--- config.mk ---
export PLATFORM = sky130hd
export DESIGN_NAME = wb_write_arbiter
export DESIGN_NICKNAME = d
export VERILOG_FILES = /design/src/rtl/wb_write_arbiter.sv
export SDC_FILE = /design/constraint.sdc
export NUM_CORES = 1
export LEC_CHECK = 0
export CAP_MARGIN = 20
export CORE_MARGIN = 8
export CORE_UTILIZATION = 49
export CTS_CLUSTER_DIAMETER = 150
export CTS_CLUSTER_SIZE = 8
export DETAILED_ROUTE_END_ITERATION = 12
export MAX_ROUTING_LAYER = met4
export PLACE_DENSITY = 0.85
export SLEW_MARGIN = 25
export SYNTH_ARGS = -nofsm -noshare
export SYNTH_HDL_FRONTEND = slang
export SYNTH_SLANG_ARGS = --single-unit
--- constraint.sdc ---
create_clock -name clk -period 4 [get_ports clk]
set_clock_uncertainty 0.1 [all_clocks]
set_input_delay 0.8 -clock clk [delete_from_list [all_inputs] [get_ports clk]]
set_output_delay 0.8 -clock clk [all_outputs]
set_load 0.005 [all_outputs]
--- src/rtl/wb_write_arbiter.sv ---
// Write-back arbiter: queues ALU/load register writes in an in-order FIFO and
// drives the register file's single write port, flagging RAW hazards for decode.
module wb_write_arbiter #(
    parameter int DATA_W    = 32,
    parameter int ADDR_W    = 5,
    parameter int DEPTH     = 4,
    parameter int DROP_ZERO = 1
) (
    input  logic                     clk,
    input  logic                     rst_n,
    input  logic                     alu_valid,
    input  logic [ADDR_W-1:0]        alu_addr,
    input  logic [DATA_W-1:0]        alu_data,
    output logic                     alu_ready,
    input  logic                     ld_valid,
    input  logic [ADDR_W-1:0]        ld_addr,
    input  logic [DATA_W-1:0]        ld_data,
    output logic                     ld_ready,
    input  logic                     wb_stall,
    output logic                     rdwr,
    output logic [ADDR_W-1:0]        addr3,
    output logic [DATA_W-1:0]        data3,
    input  logic [ADDR_W-1:0]        chk_addr1,
    input  logic [ADDR_W-1:0]        chk_addr2,
    output logic                     hazard1,
    output logic                     hazard2,
    output logic [$clog2(DEPTH):0]   count,
    output logic                     empty
);
    localparam int PTR_W = $clog2(DEPTH);
    localparam int CNT_W = PTR_W + 1;

    logic [ADDR_W-1:0] r_fifo_addr [DEPTH];
    logic [DATA_W-1:0] r_fifo_data [DEPTH];
    logic [PTR_W-1:0]  r_wptr;
    logic [PTR_W-1:0]  r_rptr;
    logic [CNT_W-1:0]  r_count;
    logic              r_rdwr;
    logic [ADDR_W-1:0] r_addr3;
    logic [DATA_W-1:0] r_data3;

    logic              w_full;
    logic              w_ld_xfer;
    logic              w_alu_xfer;
    logic [ADDR_W-1:0] w_in_addr;
    logic [DATA_W-1:0] w_in_data;
    logic              w_push;
    logic              w_pop;
    logic              w_haz1;
    logic              w_haz2;

    function automatic logic f_is_dropped(input logic [ADDR_W-1:0] a);
        return (DROP_ZERO != 0) && (a == '0);
    endfunction

    // Full blocks acceptance even when a pop happens on the same edge.
    always_comb begin
        w_full     = (r_count == CNT_W'(DEPTH));
        w_ld_xfer  = ld_valid && !w_full;
        w_alu_xfer = alu_valid && !w_full && !ld_valid;
        w_in_addr  = w_ld_xfer ? ld_addr : alu_addr;
        w_in_data  = w_ld_xfer ? ld_data : alu_data;
        w_push     = (w_ld_xfer || w_alu_xfer) && !f_is_dropped(w_in_addr);
        w_pop      = !wb_stall && (r_count != '0);
    end

    // Scan occupied slots starting at the head; the issue register counts as pending too.
    always_comb begin : hazard_scan
        logic [PTR_W-1:0] w_idx;
        w_idx  = '0;
        w_haz1 = r_rdwr && (r_addr3 == chk_addr1);
        w_haz2 = r_rdwr && (r_addr3 == chk_addr2);
        for (int k = 0; k < DEPTH; k++) begin
            w_idx = r_rptr + PTR_W'(k);
            if (CNT_W'(k) < r_count) begin
                if (r_fifo_addr[w_idx] == chk_addr1) w_haz1 = 1'b1;
                if (r_fifo_addr[w_idx] == chk_addr2) w_haz2 = 1'b1;
            end
        end
        if (f_is_dropped(chk_addr1)) w_haz1 = 1'b0;
        if (f_is_dropped(chk_addr2)) w_haz2 = 1'b0;
    end

    always_ff @(posedge clk) begin
        if (rst_n && w_push) begin
            r_fifo_addr[r_wptr] <= w_in_addr;
            r_fifo_data[r_wptr] <= w_in_data;
        end
    end

    always_ff @(posedge clk) begin
        if (!rst_n) begin
            r_wptr  <= '0;
            r_rptr  <= '0;
            r_count <= '0;
            r_rdwr  <= 1'b0;
            r_addr3 <= '0;
            r_data3 <= '0;
        end else begin
            r_count <= r_count + CNT_W'(w_push) - CNT_W'(w_pop);
            if (w_push) r_wptr <= r_wptr + PTR_W'(1);
            if (w_pop) begin
                r_rptr  <= r_rptr + PTR_W'(1);
                r_rdwr  <= 1'b1;
                r_addr3 <= r_fifo_addr[r_rptr];
                r_data3 <= r_fifo_data[r_rptr];
            end else begin
                r_rdwr  <= 1'b0;
            end
        end
    end

    assign ld_ready  = !w_full;
    assign alu_ready = !w_full && !ld_valid;
    assign rdwr      = r_rdwr;
    assign addr3     = r_addr3;
    assign data3     = r_data3;
    assign hazard1   = w_haz1;
    assign hazard2   = w_haz2;
    assign count     = r_count;
    assign empty     = (r_count == '0) && !r_rdwr;
endmodule

==> results of run 1 <==
[cells in the mapped netlist (all sizes together), types with 8 or more instances]
library cell    n  area [sq um]
a21oi          41           205
mux4           48          1080
ha              8           100
mux2i          10           100
clkbuf         20          75.1
buf            19           101
xnor2          19           166
xor2           35           307
edfxtp        148          4440
nand2          77           292
nor2           12          45.0
dfxtp          47           941
mux2           32           360
inv            14          52.6
[power groups by stage]
stage	clock network [W]	logic (W)	registers (W)
6_report	0.00166	0.00196	0.00275
5_1_grt	0.00176	0.00213	0.00278
4_1_cts	0.00168	0.00199	0.00275
3_5_place_dp	0	0.00194	0.00281
3_3_place_gp	0	0.00190	0.00278
2_1_floorplan	0	0.00129	0.00273
[final timing paths]
path / to / start / cells past startpoint / slack [ns]
min: data3[9] / data3[9] / 2 / 0.35
max reg2reg: r_fifo_data[2][12] / count[2] / 7 / 0.84
min reg2reg: data3[9] / data3[9] / 2 / 0.35
max: hazard1 / r_rptr[0] / 8 / 0.17
[registers in the layout, summed over array words and instances (netlist names), named ones only]
signal / cells
addr3: 5
r_fifo_addr: 20
data3: 32
r_rptr: 2
r_fifo_data: 128
r_wptr: 2
rdwr: 1
count: 3
[metrics by stage]
| stage | worst slack (ns) | area [sq um] | power (W) | hold slack [ns] | instances |
|---|---|---|---|---|---|
| detailed placement | 0.177 | 10300 | 0.00475 | 0.347 | 917 |
| global placement | 0.197 | 10300 | 0.00469 | 0.344 | 917 |
| global route | 0.0408 | 10900 | 0.00667 | 0.380 | 951 |
| CTS | 0.0845 | 10900 | 0.00642 | 0.357 | 951 |
| floorplan | 0.170 | 8630 | 0.00402 | 0.353 | 578 |
| finish | 0.166 | 10900 | 0.00637 | 0.355 | 951 |
[final cells by class]
type / instances / area (sq um)
Clock inverter: 15 / 154
Multi-Input combinational cell: 330 / 3050
Fill cell: 1224 / 6370
Inverter: 14 / 52.6
Timing Repair Buffer: 155 / 1510
Clock buffer: 17 / 425
Sequential cell: 195 / 5390
Tap cell: 225 / 282
[kinds of logic (layout without fill, tap and decap cells)]
group,after synthesis,count (layout),synth area share
DFF,195,195,0.624
and+or+nand+nor,123,123,0.0656
muxes,90,90,0.179
AOI/OAI and AO/OA,54,54,0.0370
xor gates and xnor gates,54,54,0.0548
buffers and inverters,53,201,0.0265
adders and majority gates,9,9,0.0139
[timing repair]
item | CTS | global route
hold buffers | 0 | 0
resized for setup | 2 | 1
setup endpoints to repair | 1 | 1
pin swaps | 1 | 0
setup buffers | 2 | 0
[critical path, stage by stage (launching register included)]
cell and delay (ns):
dfxtp_4 0.41, buf_4 0.20, mux4_2 0.55, xor2_1 0.16
nor4_1 0.28, nand3_1 0.12, o311ai_1 0.09, o22a_1 0.20
clkdlybuf4s50_1 0.50
[layer usage]
metal,track usage,part of all wire,vias to the layer above
li1,-,-,2421
met1,0.229,0.43,2656
met5,-,0,-
met2,0.311,0.51,197
met4,0.0641,0.014,0
met3,0.0370,0.050,25
==> qor.txt, run 1 <==
# DRC: 0
Vias/cell: 5.57
Top FF cell, synth: edfxtp_1
Antenna fix cells: 0
Initial DRC count: 303
Share of layout cells above drive strength 1: 0.208
Die H: 149 um
Synth Area per Inst: 14.9 sq um
Vias in the first global route: 5640
CP arrival: 2.93 ns
CTS Root Cell: clkbuf_16
CP max FO: 8
Htree depth: 4
Cells after Synth: 578
Initial antenna violation count: 0
Int Pwr: 0.00440 W
Worst-Skew Late Latency: 0.44 ns
Setup crit end kind: output port
Final hold violation count: 0
CORE AREA: 0.0172 sq mm
CP Class: register to output port
Peak Freq: 261 MHz
Leak Pwr: 3.63 nW
P per Cell Area: 586 mW/mm^2
GRT overflow: 0
Post-route ant nets: 0
Required time worst endpoint: 3.10 ns
Total number of vias: 5299
Wire length per cell: 20.9 um
Cts bufs inserted: 17
Largest net degree at the start of global routing: 45
Sinks on Clock Net: 195
Routed wire length: 19.9 mm
Area Overhead vs Synth: 25.9%
Worst slew pin tran: 0.702 ns
Final setup viols: 0
Die W: 149 um
EDFF count, synth: 148
Slew Limit Fails: 0
Clock Pin Slew Worst Setup and Hold Paths: 0.07 ns
Logic pwr share: 0.308
Setup_tns: 0 ns
Bufs on Longest Clock Path: 2
Distinct cells, synth: 43
Startpoint class of the critical path: register
First-pass GRT wire length: 30.9 mm
GRT Total Usage: 0.188
Fraction of registers with async set/reset: 0
Most common cell after layout, fill and taps aside: edfxtp_1
Syn_nets: 676
HPWL after DPL: 13.5 mm
Most frequent cells in the layout: edfxtp_1, clkdlybuf4s50_1, nand2_1
Relative slew slack: 0.532
Initial Util: 0.501
Peak VDD IR: 0.000470 V
CTS tree: done
DIE AREA: 0.0221 sq mm
RePlAce Congestion: 0.844
Worst min-delay path class: register to register
Drt pass-1 iters: 4
Sequential share of power: 0.432
Outcome: finished, final reports clean
Layout Nets: 811
Yosys warns: 0
Seq/Total Area, Yosys: 0.624
Mapped cell area: 0.00863 sq mm
NetSw: 0.00197 W
# IOs: 135
Port Buf Inserts: 134
Tcrit/Tclk final: 0.958
Clock share of power: 0.260
Row count: 48
Crit path time final: 3.83 ns
Unrepaired setup endpoints after global routing: no
Max-cap check violation count: 0
Final core area utilization: 0.631
Net Sw Frac: 0.310
Synth Register Bits: 195
(Power assumes the default switching activity.)
==> run 2, diff against run 1 <==
- CTS_CLUSTER_SIZE: 8 -> default
==> results of run 2 <==
Same layout as run 1: the final DEF is identical, and so are final timing and power.
==> run 3, diff against run 2 <==
- CAP_MARGIN: 20 -> default
==> results of run 3 <==
Same layout as run 1: the final DEF is identical, and so are final timing and power.
